`config.mk`:
```
export PLATFORM = sky130hd
export DESIGN_NAME = cpu_control
export DESIGN_NICKNAME = d
export VERILOG_FILES = /design/src/rtl/cpu_control_pkg.sv /design/src/rtl/cpu_control_decode.sv /design/src/rtl/cpu_control.sv
export SDC_FILE = /design/constraint.sdc
export NUM_CORES = 1
export LEC_CHECK = 0
export ABC_AREA = 1
export CAP_MARGIN = 5
export CORE_MARGIN = 2
export CORE_UTILIZATION = 55
export CTS_CLUSTER_DIAMETER = 40
export DETAILED_ROUTE_END_ITERATION = 10
export DONT_BUFFER_PORTS = 1
export PLACE_DENSITY_LB_ADDON = 0.12
export SYNTH_ARGS = -nofsm -noshare
export SYNTH_HDL_FRONTEND = slang
export SYNTH_HIERARCHICAL = 1
export SYNTH_SLANG_ARGS = --single-unit
export TNS_END_PERCENT = 100
```
`constraint.sdc`:
```
create_clock -name clk -period 2.6 [get_ports clk]
set_input_delay 0.52 -clock clk [delete_from_list [all_inputs] [get_ports clk]]
set_output_delay 0.52 -clock clk [all_outputs]
set_load 0.02 [all_outputs]
```
`src/rtl/cpu_control_pkg.sv`:
```
// cpu_control_pkg: control-field enums, the packed control vector and opcode constants
// shared by the SM83 micro-sequencer and its datapath.
package cpu_control_pkg;

    typedef enum logic {PC_NEXT_SAME = 1'b0, PC_NEXT_INC = 1'b1} pc_next_e;

    typedef enum logic [2:0] {
        REG_A        = 3'd0,
        REG_W        = 3'd1,
        REG_Z        = 3'd2,
        REG_8SRC     = 3'd3,
        REG_8DEST    = 3'd4,
        REG_HL       = 3'd5
    } reg_sel_e;

    typedef enum logic [2:0] {
        REG_OP_NONE      = 3'd0,
        REG_OP_WRITE_ALU = 3'd1,
        REG_OP_WRITE_MEM = 3'd2,
        REG_OP_INC_HL    = 3'd3,
        REG_OP_DEC_HL    = 3'd4
    } reg_op_e;

    typedef enum logic {ALU_OP_COPY_A = 1'b0, ALU_OP_INC_A = 1'b1} alu_op_e;
    typedef enum logic {ALU_SEL_A_REG1 = 1'b0} alu_sel_a_e;
    typedef enum logic {ALU_SEL_B_REG2 = 1'b0} alu_sel_b_e;

    typedef enum logic [1:0] {
        ADDR_PC  = 2'd0,
        ADDR_HL  = 2'd1,
        ADDR_REG = 2'd2
    } mem_addr_sel_e;

    typedef struct packed {
        pc_next_e      pc_next;
        logic          inst_load;
        reg_sel_e      reg_read1_sel;
        reg_sel_e      reg_read2_sel;
        reg_sel_e      reg_write_sel;
        reg_op_e       reg_op;
        alu_op_e       alu_op;
        alu_sel_a_e    alu_sel_a;
        alu_sel_b_e    alu_sel_b;
        logic          mem_enable;
        logic          mem_write;
        mem_addr_sel_e mem_addr_sel;
    } ctrl_t;

    localparam ctrl_t CTRL_IDLE = '{
        pc_next: PC_NEXT_SAME, inst_load: 1'b0,
        reg_read1_sel: REG_A, reg_read2_sel: REG_A, reg_write_sel: REG_A,
        reg_op: REG_OP_NONE, alu_op: ALU_OP_COPY_A,
        alu_sel_a: ALU_SEL_A_REG1, alu_sel_b: ALU_SEL_B_REG2,
        mem_enable: 1'b0, mem_write: 1'b0, mem_addr_sel: ADDR_PC
    };

    localparam logic [7:0] OP_NOP      = 8'h00;
    localparam logic [7:0] OP_HALT     = 8'h76;
    localparam logic [7:0] OP_LD_HL_N  = 8'h36;
    localparam logic [7:0] OP_LDI_HL_A = 8'h22;
    localparam logic [7:0] OP_LDD_HL_A = 8'h32;
    localparam logic [7:0] OP_LDI_A_HL = 8'h2A;
    localparam logic [7:0] OP_LDD_A_HL = 8'h3A;
    localparam logic [7:0] OP_LD_A_NN  = 8'hFA;

endpackage

```
`src/rtl/cpu_control_decode.sv`:
```
// cpu_control_decode: (opcode, step) -> per-M-cycle control vector.
// Optional INC r support is enabled by defining CPU_CONTROL_INC_EN.
module cpu_control_decode
    import cpu_control_pkg::*;
(
    input  logic [7:0] opcode_i,
    input  logic [1:0] step_i,
    output ctrl_t      ctrl_o
);

    logic fetch;
    logic s0;

    assign s0 = (step_i == 2'd0);

    // Each branch clears fetch only for its non-final cycles; any other step is FETCH.
    always_comb begin
        ctrl_o = CTRL_IDLE;
        fetch  = 1'b1;
        if (opcode_i == OP_LD_HL_N) begin
            fetch = step_i[1];
            if (s0) begin
                ctrl_o.mem_enable = 1'b1; ctrl_o.pc_next = PC_NEXT_INC;
                ctrl_o.reg_op = REG_OP_WRITE_MEM; ctrl_o.reg_write_sel = REG_Z;
            end else if (step_i == 2'd1) begin
                ctrl_o.mem_addr_sel = ADDR_HL; ctrl_o.mem_enable = 1'b1;
                ctrl_o.mem_write = 1'b1; ctrl_o.reg_read1_sel = REG_Z;
            end
        end else if (opcode_i == OP_LD_A_NN) begin
            fetch = (step_i == 2'd3);
            if (!step_i[1]) begin
                ctrl_o.mem_enable = 1'b1; ctrl_o.pc_next = PC_NEXT_INC;
                ctrl_o.reg_op = REG_OP_WRITE_MEM;
                ctrl_o.reg_write_sel = s0 ? REG_Z : REG_W;
            end else if (step_i == 2'd2) begin
                ctrl_o.mem_addr_sel = ADDR_REG; ctrl_o.mem_enable = 1'b1;
                ctrl_o.reg_read1_sel = REG_W; ctrl_o.reg_read2_sel = REG_Z;
                ctrl_o.reg_op = REG_OP_WRITE_MEM; ctrl_o.reg_write_sel = REG_A;
            end
        end else if (opcode_i == OP_LDI_HL_A || opcode_i == OP_LDD_HL_A) begin
            fetch = !s0;
            if (s0) begin
                ctrl_o.mem_addr_sel = ADDR_HL; ctrl_o.mem_enable = 1'b1;
                ctrl_o.mem_write = 1'b1; ctrl_o.reg_read1_sel = REG_A;
                ctrl_o.reg_op = opcode_i[4] ? REG_OP_DEC_HL : REG_OP_INC_HL;
            end
        end else if (opcode_i == OP_LDI_A_HL || opcode_i == OP_LDD_A_HL) begin
            fetch = !s0;
            if (s0) begin
                ctrl_o.mem_addr_sel = ADDR_HL; ctrl_o.mem_enable = 1'b1;
                ctrl_o.reg_op = REG_OP_WRITE_MEM; ctrl_o.reg_write_sel = REG_A;
            end else if (step_i == 2'd1) begin
                ctrl_o.reg_op = opcode_i[4] ? REG_OP_DEC_HL : REG_OP_INC_HL;
            end
        end else if (opcode_i[7:6] == 2'b01 && opcode_i != OP_HALT) begin
            if (opcode_i[2:0] == 3'b110) begin
                fetch = !s0;
                if (s0) begin
                    ctrl_o.mem_addr_sel = ADDR_HL; ctrl_o.mem_enable = 1'b1;
                    ctrl_o.reg_op = REG_OP_WRITE_MEM; ctrl_o.reg_write_sel = REG_8DEST;
                end
            end else if (opcode_i[5:3] == 3'b110) begin
                fetch = !s0;
                if (s0) begin
                    ctrl_o.mem_addr_sel = ADDR_HL; ctrl_o.mem_enable = 1'b1;
                    ctrl_o.mem_write = 1'b1; ctrl_o.reg_read1_sel = REG_8SRC;
                end
            end else if (s0) begin
                ctrl_o.reg_read1_sel = REG_8SRC; ctrl_o.reg_op = REG_OP_WRITE_ALU;
                ctrl_o.reg_write_sel = REG_8DEST;
            end
        end else if (opcode_i[7:6] == 2'b00 && opcode_i[2:0] == 3'b110) begin
            fetch = !s0;
            if (s0) begin
                ctrl_o.mem_enable = 1'b1; ctrl_o.pc_next = PC_NEXT_INC;
                ctrl_o.reg_op = REG_OP_WRITE_MEM; ctrl_o.reg_write_sel = REG_8DEST;
            end
        end
`ifdef CPU_CONTROL_INC_EN
        else if (opcode_i[7:6] == 2'b00 && opcode_i[2:0] == 3'b100 && opcode_i[5:3] != 3'b110) begin
            if (s0) begin
                ctrl_o.reg_read1_sel = REG_8DEST; ctrl_o.alu_op = ALU_OP_INC_A;
                ctrl_o.reg_op = REG_OP_WRITE_ALU; ctrl_o.reg_write_sel = REG_8DEST;
            end
        end
`endif
        if (fetch) begin
            ctrl_o.mem_addr_sel = ADDR_PC; ctrl_o.mem_enable = 1'b1;
            ctrl_o.mem_write = 1'b0; ctrl_o.pc_next = PC_NEXT_INC;
            ctrl_o.inst_load = 1'b1;
        end
    end

endmodule

```
`src/rtl/cpu_control.sv`:
```
// cpu_control: SM83 micro-sequencer; holds opcode/step and exposes the decoded controls.
// Define CPU_CONTROL_INC_EN to decode INC r (handled in cpu_control_decode).
module cpu_control
    import cpu_control_pkg::*;
(
    input  logic       clk,
    input  logic       reset_n,
    input  logic [1:0] t_cycle,
    input  logic [7:0] mem_data_in,
    output logic       pc_next,
    output logic       inst_load,
    output logic [2:0] reg_read1_sel,
    output logic [2:0] reg_read2_sel,
    output logic [2:0] reg_write_sel,
    output logic [2:0] reg_op,
    output logic       alu_op,
    output logic       alu_sel_a,
    output logic       alu_sel_b,
    output logic       mem_enable,
    output logic       mem_write,
    output logic [1:0] mem_addr_sel
);

    logic [7:0] opcode_q, opcode_d;
    logic [1:0] step_q, step_d;
    ctrl_t      ctrl;

    cpu_control_decode u_decode (
        .opcode_i (opcode_q),
        .step_i   (step_q),
        .ctrl_o   (ctrl)
    );

    // State advances only on the last T-cycle, alongside the datapath's sampling point.
    always_comb begin
        opcode_d = opcode_q;
        step_d   = step_q;
        if (t_cycle == 2'd3) begin
            opcode_d = ctrl.inst_load ? mem_data_in : opcode_q;
            step_d   = ctrl.inst_load ? 2'd0 : step_q + 2'd1;
        end
    end

    always_ff @(posedge clk or negedge reset_n) begin
        if (!reset_n) begin
            opcode_q <= OP_NOP;
            step_q   <= 2'd0;
        end else begin
            opcode_q <= opcode_d;
            step_q   <= step_d;
        end
    end

    assign pc_next       = ctrl.pc_next;
    assign inst_load     = ctrl.inst_load;
    assign reg_read1_sel = ctrl.reg_read1_sel;
    assign reg_read2_sel = ctrl.reg_read2_sel;
    assign reg_write_sel = ctrl.reg_write_sel;
    assign reg_op        = ctrl.reg_op;
    assign alu_op        = ctrl.alu_op;
    assign alu_sel_a     = ctrl.alu_sel_a;
    assign alu_sel_b     = ctrl.alu_sel_b;
    assign mem_enable    = ctrl.mem_enable;
    assign mem_write     = ctrl.mem_write;
    assign mem_addr_sel  = ctrl.mem_addr_sel;

endmodule

```
==> results of run 1 <==
cells in the mapped netlist (all sizes together):
library cell	count	area [µm²]
nand2	60	268
nand4	1	6.26
dfrtp	10	250
buf	8	60.1
conb	2	7.51
a21oi	3	15.0
nand3	15	105
a31oi	1	6.26
nor2	17	97.6
nor4	1	6.26
inv	21	78.8
nor3	1	16.3
o21bai	2	15.0
o21ai	5	25.0
layout make-up:
| type | count | area, µm² |
|---|---|---|
| Clock buffer | 3 | 22.5 |
| Fill cell | 177 | 719 |
| Inverter | 21 | 78.8 |
| Multi-Input combinational cell | 113 | 587 |
| Sequential cell | 10 | 250 |
| Tap cell | 17 | 21.3 |
| Timing Repair Buffer | 1 | 10.0 |
power by group through the flow:
stage	clock, mW	sequential, mW	combinational (mW)
floorplan	0	0.219	0.235
finish	0.103	0.225	0.260
global route	0.111	0.233	0.295
global placement	0	0.227	0.255
CTS	0.105	0.226	0.262
detailed placement	0	0.229	0.257
worst paths after layout:
kind,from,endpoint,slack [ns],cells after the start
max reg2reg,opcode_q[4],opcode_q[7],0.70,12
min reg2reg,opcode_q[0],opcode_q[0],0.50,2
min,mem_data_in[4],opcode_q[4],0.37,2
max,opcode_q[0],reg_read1_sel[0],0.38,5
min in group asynchronous,reset_n,opcode_q[1],0.63,1
max in group asynchronous,reset_n,opcode_q[2],1.66,1
cells in the final DEF, fill, tap and decap left out, types with 4 or more instances in the layout:
master,n
dfrtp_1,10
nand2_4,4
nor2_1,11
inv_2,9
conb_1,7
nand3_1,9
nand2_2,5
nand2_1,51
nand3_2,6
nor2_2,4
inv_1,12
state kept, by name, indices dropped and copies added, names as in the netlist:
signal,flops
step_q,2
opcode_q,8
logic make-up after synthesis:
group,synth area share [%]
and+or+nand+nor,52.2
AOI/OAI and AO/OA,6.40
DFF,26.1
buffers and inverters,14.5
other,0.785
worst max-delay path: cells and delay by family, from the launching register on:
family,cells,cell delay [ns]
buffers and inverters,1,0.07
DFF,1,0.39
and+or+nand+nor,3,0.40
AOI/OAI and AO/OA,1,0.58
repair_timing:
action / CTS / global route
buffers inserted: 0 / 0
hold endpoints to repair: 10 / 0
hold buffers: 1 / 0
layer usage:
metal	vias up	wire, µm	global-route usage (%)
met1	380	841	28.0
met2	24	898	33.2
met3	4	70	2.38
li1	441	-	-
met5	-	0	0
met4	0	29	10.3
stage by stage:
stage	hold WS (ns)	setup WS, ns	util, %	area [µm²]
2_1_floorplan	0.224	0.794	-	976
3_3_place_gp	0.225	0.643	55.5	937
3_5_place_dp	0.225	0.658	55.5	937
4_1_cts	0.365	0.368	57.4	970
5_1_grt	0.371	0.239	57.4	970
6_report	0.368	0.381	57.4	970
==> metrics.md, run 1 <==
| Metric | Value |
|---|---|
| Slowest-stage cell, CP | o21ai_0 |
| Worst setup EP type | primary output |
| Status | complete, no violations |
| Max FO, Critical Path | 8 |
| Synthesis-to-layout area growth | 1.31% |
| Layout cells sized above 1 | between 20% and 30% |
| Pwr dens | 606 mW/mm² |
| Slew Limit Fails | 0 |
| Leak | between 0.5 and 0.6 nW |
| Crit-path max cell delay | slightly below 0.6 ns |
| Fmax | 0.451 GHz |
| CTS max path bufs | 2 |
| Routability cong. | roughly 0.97 |
| Slew @ Worst Pin | about 0.65 ns |
| Int Power | roughly 0.3 mW |
| RSZ-0062 raised after global routing | no |
| Register area share after synthesis | about a quarter |
| Crit Path Category | register to primary output |
| CP startpoint kind | register |
| CTS buffer count | 3 |
| Clock root cell | clkbuf_4 |
| Setup TNS | 0 ns |
| Iter 0 DRT Violations | 19 |
| Clock transition at the registers of the reported paths | 0.06 ns |
| Synth unique cells | 22 |
| Hpwl dp | 1.51 mm |
| FF+latch count, synth | 10 |
| Final wirelength | between 1.5 and 2 mm |
| Post-Layout Cell Count | 165 |
| Std cell rows | 15 |
| Arrival time worst endpoint | 1.70 ns |
| Slew headroom | about 56% |
| Via density | roughly 5 |
| Max-cap viol count | 0 |
| Clock network power share | between 15 and 20% |
| Final setup fails | 0 |
| Wirelength per Cell | 11.1 µm |
| CTS Sinks | 10 |
| I/O pins | 33 |
| Core area | 0.00169 mm² |
| Die Y-Extent | roughly 46 µm |
| Net Sw Frac | a little under half |
| H-Tree Depth | 1 |
| DIE AREA | 0.00209 mm² |
| Mapped cell area | 957 µm² |
| Vias | ~850 |
| Input/output buffers | 0 |
| Cells after Synth | between 100 and 150 |
| Peak supply drop | approximately 440 µV |
| NumNets Final | roughly 160 |
| Initial Util | between 50% and 60% |
| Vias in the first global route | 729 |
| Antenna violations before repair | 0 |
| Switching Power | ~0.28 mW |
| TritonRoute pass-1 iters | 4 |
| GRT overflow | 0 |
| Total power | ~0.59 mW |
| Chip width | 45.7 µm |
| Sequential Power Share | between 30% and 40% |
| First-pass GRT wire length | a little over 3 mm |
| Number of nets with antenna violations after routing | 0 |
| Final Skew | between 0.007 and 0.008 ns |
| Req. time, crit path | 2.08 ns |
| Mean area per synthesized cell | roughly 6.5 µm² |
| Final Hold Vio Count | 0 |
| DRC Markers | 0 |
| Synth warn | 6 |
| Crit-path cells | inv_2 -> nand2_1 -> nor2_2 -> nand3_2 -> o21ai_0 |
| Tot GR Track Use | between 20% and 30% |
| Final min period | roughly 2.2 ns |
| Post-Place Cells | 161 |
| CTS tree | yes |
| Worst-skew pair later-pin latency | ~0.26 ns |
| Pin count of the biggest net entering global routing | 11 |
| Class of the worst hold path | input port to register |
| Post-CTS Resized | 0 |
| Final period utilization | 85.4% |
| Gate power share | between 40% and 50% |
| Ant diodes | 0 |
Note: power is estimated with default switching activity, not from simulation.
==> run 2, diff against run 1 <==
CTS_CLUSTER_SIZE = 10   (was unset)
clock period = 2.5 ns   (was 2.6 ns; I/O delays follow)
==> run 2 against run 1 <==
Effect of this change:
- first-iteration DRC count fell by 16%
- wire length rose by 3.3%
- clock power rose by 38%
- global-route usage fell by 0.11 points
- combinational power rose by 5%
- sequential power rose by 4%
- final cell count rose by 1.2%
- clock skew fell by 0.0055 ns
==> metrics.md, run 2 (synthesis gave the netlist of run 1 again) <==
| Metric | Value |
|---|---|
| Routability cong. | around 0.86 |
| Met3 routed WL | 102 µm |
| Met1 wire length | between 800 and 900 µm |
| Placed cell areas | around 940 µm² |
| Leak | 0.574 nW |
| CP startpoint kind | register |
| Synthesis-to-layout area growth | 3.53% |
| Largest regs | opcode_q x8, step_q x2 |
| Post-layout instance area | a little under 0.001 mm² |
| Largest Register | opcode_q |
| RSZ-0062 raised after global routing | no |
| CTS buffer count | 3 |
| Arrival time worst endpoint | approximately 1.7 ns |
| Input/output buffers | 0 |
| DIE AREA | approximately 0.0021 mm² |
| Max FFs per register | 8 |
| Net Sw Frac | a little under half |
| Final min period | between 2 and 2.5 ns |
| Clock transition at the registers of the reported paths | roughly 0.060 ns |
| Worst r2r dst | opcode_q[4] |
| Final wirelength | about 1.9 mm |
| Wirelength per Cell | roughly 11 µm |
| Slack of the worst reg-to-reg path | ~0.58 ns |
| Die Y-Extent | 45.7 µm |
| Min-delay src | mem_data_in[2] |
| Max FO, Critical Path | 4 |
| Initial Util | 56.7% |
| Crit Path Category | register to primary output |
| Class of the worst hold path | input port to register |
| Hpwl dp | around 1.6 mm |
| Vias | about 860 |
| Final Skew | 0.00227 ns |
| Worst-skew pair later-pin latency | between 0.2 and 0.3 ns |
| NumNets Final | between 150 and 200 |
| Worst r2r src | opcode_q[6] |
| Iter 0 DRT Violations | 16 |
| Most frequent cells in the layout | nand2_1, inv_1, nor2_1 |
| CTS Sinks | 10 |
| Req. time, crit path | roughly 2 ns |
| FF-to-FF path depth | 15 |
| Met2 WL post-DR | 978 µm |
| Switching Power | 0.294 mW |
| Max-cap viol count | 0 |
| Number of nets with antenna violations after routing | 0 |
| Core area | 0.00169 mm² |
| Via density | 5.14 |
| TritonRoute pass-1 iters | 4 |
| Int Power | between 0.3 and 0.4 mW |
| GRT overflow | 0 |
| DRC Markers | 0 |
| Clock network power share | ~22% |
| Final setup fails | 0 |
| Peak supply drop | approximately 500 µV |
| CTS max path bufs | 2 |
| Pin count of the biggest net entering global routing | 11 |
| Status | complete, no violations |
| Commonest non-fill, non-tap cell in the layout | nand2_1 |
| Chip width | roughly 46 µm |
| Slew Limit Fails | 0 |
| Vias in the first global route | approximately 750 |
| Post-CTS Setup Repair Bufs | 0 |
| Fmax | around 0.45 GHz |
| H-Tree Depth | 1 |
| Clock root cell | clkbuf_4 |
| Pwr dens | 656 mW/mm² |
| Gate power share | 42.2% |
| Worst-case hold path end point | opcode_q[2] |
| Sequential Power Share | a little over a third |
| Layout cells sized above 1 | between 20% and 30% |
| Highest Signal Layer | met4 |
| Ant diodes | 0 |
| Std cell rows | 15 |
| Antenna violations before repair | 0 |
| Final Hold Vio Count | 0 |
| Worst setup EP type | primary output |
| Setup TNS | 0 ns |
| CTS tree | yes |
| First-pass GRT wire length | ~3.1 mm |
| I/O pins | 33 |
| Final period utilization | between 80% and 90% |
| Tot GR Track Use | about a fifth |
| Cell count of the worst hold path | 2 |
==> run 2: metal layers <==
| metal | up-vias | GRT usage, % |
|---|---|---|
| li1 | 449 | - |
| met4 | 0 | 8.57 |
| met5 | - | 0 |
| met2 | 26 | 36.3 |
| met1 | 380 | 25.5 |
| met3 | 4 | 2.78 |
==> run 2: critical path, stage by stage (launching register included) <==
cell	delay (ns)
dfrtp_1	0.43
inv_2	0.08
nand2_4	0.07
nor2_4	0.12
nand2_2	0.09
inv_2	0.09
nand2_2	0.06
nand2_1	0.06
inv_1	0.05
nand2_2	0.06
nand3_2	0.07
nand2_1	0.28
==> run 2: what timing repair did <==
action                                  CTS  global route
endpoints found under the hold margin    10             0
hold buffers                              1             0
resized for setup                         0             0
endpoints found under the setup margin    0             0
==> run 2: power groups by stage <==
| stage | combinational (mW) | clock, mW | sequential (mW) |
|---|---|---|---|
| 2_1_floorplan | 0.245 | 0 | 0.228 |
| 3_3_place_gp | 0.268 | 0 | 0.238 |
| 3_5_place_dp | 0.272 | 0 | 0.237 |
| 4_1_cts | 0.277 | 0.146 | 0.234 |
| 5_1_grt | 0.308 | 0.154 | 0.241 |
| 6_report | 0.274 | 0.142 | 0.234 |
==> run 2: worst max-delay path by stage <==
stage	from	to	slack [ns]	cells after the start
floorplan	opcode_q[0]	reg_read1_sel[0]	0.71	5
global placement	opcode_q[6]	inst_load	0.62	11
detailed placement	opcode_q[6]	inst_load	0.56	11
CTS	opcode_q[6]	inst_load	0.27	11
global route	opcode_q[0]	inst_load	0.19	9
finish	opcode_q[6]	inst_load	0.29	11
==> run 2: metrics by stage <==
stage / power (mW) / setup WS (ns) / instances / hold WS [ns] / util [%]
floorplan: 0.473 / 0.714 / 152 / 0.204 / -
global placement: 0.505 / 0.617 / 162 / 0.205 / 55.9
detailed placement: 0.509 / 0.562 / 162 / 0.205 / 55.9
CTS: 0.656 / 0.268 / 167 / 0.344 / 58.7
global route: 0.703 / 0.186 / 167 / 0.342 / 58.7
finish: 0.650 / 0.291 / 167 / 0.349 / 58.7
==> run 2: area by class of cell <==
class / count / area (µm²)
fillers: 177 / 698
flip-flops and latches: 10 / 250
well taps: 17 / 21.3
clock buffers: 4 / 36.3
multi-input cells: 113 / 587
inverters: 21 / 78.8
repair buffers: 2 / 17.5
==> run 3, diff against run 2 <==
CAP_MARGIN = 20   (was 5)
MAX_ROUTING_LAYER = met4   (was unset)
==> run 3 against run 2 <==
Effect of this change:
- non-clock buffer count unchanged
- clock power about the same
- critical path depth unchanged
- largest power group unchanged
- register-to-register slack about the same
- final cell count unchanged
- sequential share of layout area unchanged
- sequential cell count unchanged
- cell area unchanged
- setup slack better by 0.014 ns
- count of clock-buffer cells in the layout unchanged
- combinational power down 1%
==> metrics.md, run 3 (synthesis gave the netlist of run 1 again) <==
| Metric | Value |
|---|---|
| Clock network power share | between 20% and 30% |
| Final wirelength | about 1.8 mm |
| Worst setup EP type | primary output |
| Core area | around 0.0017 mm² |
| Vias | 860 |
| PnR worst setup slack | 0.305 ns |
| Total power | roughly 0.65 mW |
| Leak | between 0.5 and 0.6 nW |
| NumNets Final | ~160 |
| Sequential Power Share | between 30% and 40% |
| Class of the worst hold path | input port to register |
| CTS max path bufs | 2 |
| Req. time, crit path | 2.00 ns |
| Worst-skew pair later-pin latency | 0.26 ns |
| CTS Sinks | 10 |
| CP startpoint kind | register |
| Clock transition at the registers of the reported paths | 0.07 ns |
| Cell count of the worst hold path | 2 |
| Arrival time worst endpoint | 1.70 ns |
| Synthesis-to-layout area growth | 3.53% |
| Post-Place Cells | 162 |
| First-pass GRT wire length | 2.93 mm |
| Peak supply drop | about 410 µV |
| Crit Path Category | register to primary output |
| Input/output buffers | 0 |
| Chip width | ~46 µm |
| Net Sw Frac | between 40% and 50% |
| Slack of the worst reg-to-reg path | slightly below 0.6 ns |
| Setup TNS | 0 ns |
| Initial Util | between 50% and 60% |
| Switching Power | 0.293 mW |
| Ant diodes | 0 |
| Worst-case hold path end point | opcode_q[2] |
| Routability cong. | roughly 0.87 |
| Int Power | between 0.3 and 0.4 mW |
| Post-CTS Setup Repair Bufs | 0 |
| Post-Layout Cell Count | 167 |
| Via density | 5.15 |
| Largest Register | opcode_q |
| FF-to-FF path depth | 15 |
| Worst r2r dst | opcode_q[4] |
| Min-delay src | mem_data_in[2] |
| Die Y-Extent | between 40 and 50 µm |
| Max FFs per register | 8 |
| Status | complete, no violations |
| Worst r2r src | opcode_q[6] |
| TritonRoute pass-1 iters | 4 |
| Number of nets with antenna violations after routing | 0 |
| Slew Limit Fails | 0 |
| Hpwl dp | between 1 and 1.5 mm |
| Layout cells sized above 1 | a little under a quarter |
| Final Hold Vio Count | 0 |
| H-Tree Depth | 1 |
| Most frequent cells in the layout | nand2_1, inv_1, nor2_1 |
| Gate power share | 41.7% |
| Pwr dens | 655 mW/mm² |
| Fmax | 0.455 GHz |
| Pre-CTS setup slack | just under 0.6 ns |
| Final period utilization | between 80% and 90% |
| DIE AREA | between 0.002 and 0.0025 mm² |
| Wirelength per Cell | roughly 11 µm |
| Iter 0 DRT Violations | 22 |
| Final setup fails | 0 |
| Std cell rows | 15 |
| GRT overflow | 0 |
| RSZ-0062 raised after global routing | no |
| Final core utilization | 58.7% |
| Post-CTS Resized | 0 |
| DRC Markers | 0 |
| Tot GR Track Use | 20.2% |
| Max FO, Critical Path | 4 |
| CTS tree | yes |
| Clock root cell | clkbuf_4 |
| Max-cap viol count | 0 |
| Final Skew | around 0.0027 ns |
| Final min period | around 2.2 ns |
| I/O pins | 33 |
| Largest regs | opcode_q x8, step_q x2 |
| CTS buffer count | 3 |
| Pin count of the biggest net entering global routing | 11 |
| Antenna violations before repair | 0 |
| Commonest non-fill, non-tap cell in the layout | nand2_1 |
| Vias in the first global route | between 600 and 700 |
## run 3: layout make-up
type | instances | area, µm²
flip-flops and latches | 10 | 250
well taps | 17 | 21.3
repair buffers | 2 | 17.5
inverters | 21 | 78.8
fillers | 171 | 698
multi-input cells | 113 | 587
clock buffers | 4 | 36.3
## run 3: routing by layer
metal  global-route usage (%)  vias up  share of wire [%]
li1                         -      449                  -
met1                     25.4      375                 43
met2                     30.4       30                 49
met3                     2.78        6                5.4
met4                     12.6        0                2.9
met5                        -        -                  0
## run 3: critical path: stages (launching register included)
cell     delay [ns]
dfrtp_1        0.43
inv_2          0.09
nand2_4        0.06
nor2_4         0.12
nand2_2        0.09
inv_2          0.08
nand2_2        0.05
nand2_1        0.05
inv_1          0.05
nand2_2        0.06
nand3_2        0.07
nand2_1        0.28
## run 3: through the flow
stage	hold slack [ns]	cell area, µm²
after floorplan	0.204	976
after detailed placement	0.205	945
after global routing	0.341	991
after global placement	0.205	945
after CTS	0.345	991
final	0.348	991
## run 3: worst max-delay path by stage
| stage | startpoint | endpoint | slack, ns | depth (start not counted) |
|---|---|---|---|---|
| 2_1_floorplan | opcode_q[0] | reg_read1_sel[0] | 0.71 | 5 |
| 3_3_place_gp | opcode_q[6] | inst_load | 0.61 | 11 |
| 3_5_place_dp | opcode_q[6] | inst_load | 0.58 | 11 |
| 4_1_cts | opcode_q[6] | inst_load | 0.28 | 11 |
| 5_1_grt | opcode_q[0] | inst_load | 0.15 | 11 |
| 6_report | opcode_q[6] | inst_load | 0.30 | 11 |
## run 3: what timing repair did
action	CTS	global route
endpoints found under the hold margin	10	0
setup endpoints to repair	0	0
hold buffers	1	0
## run 3: power groups by stage
stage	combinational (mW)	clock, mW	sequential, mW
2_1_floorplan	0.245	0	0.228
5_1_grt	0.305	0.154	0.243
6_report	0.270	0.144	0.235
3_3_place_gp	0.267	0	0.238
3_5_place_dp	0.267	0	0.239
4_1_cts	0.272	0.146	0.236
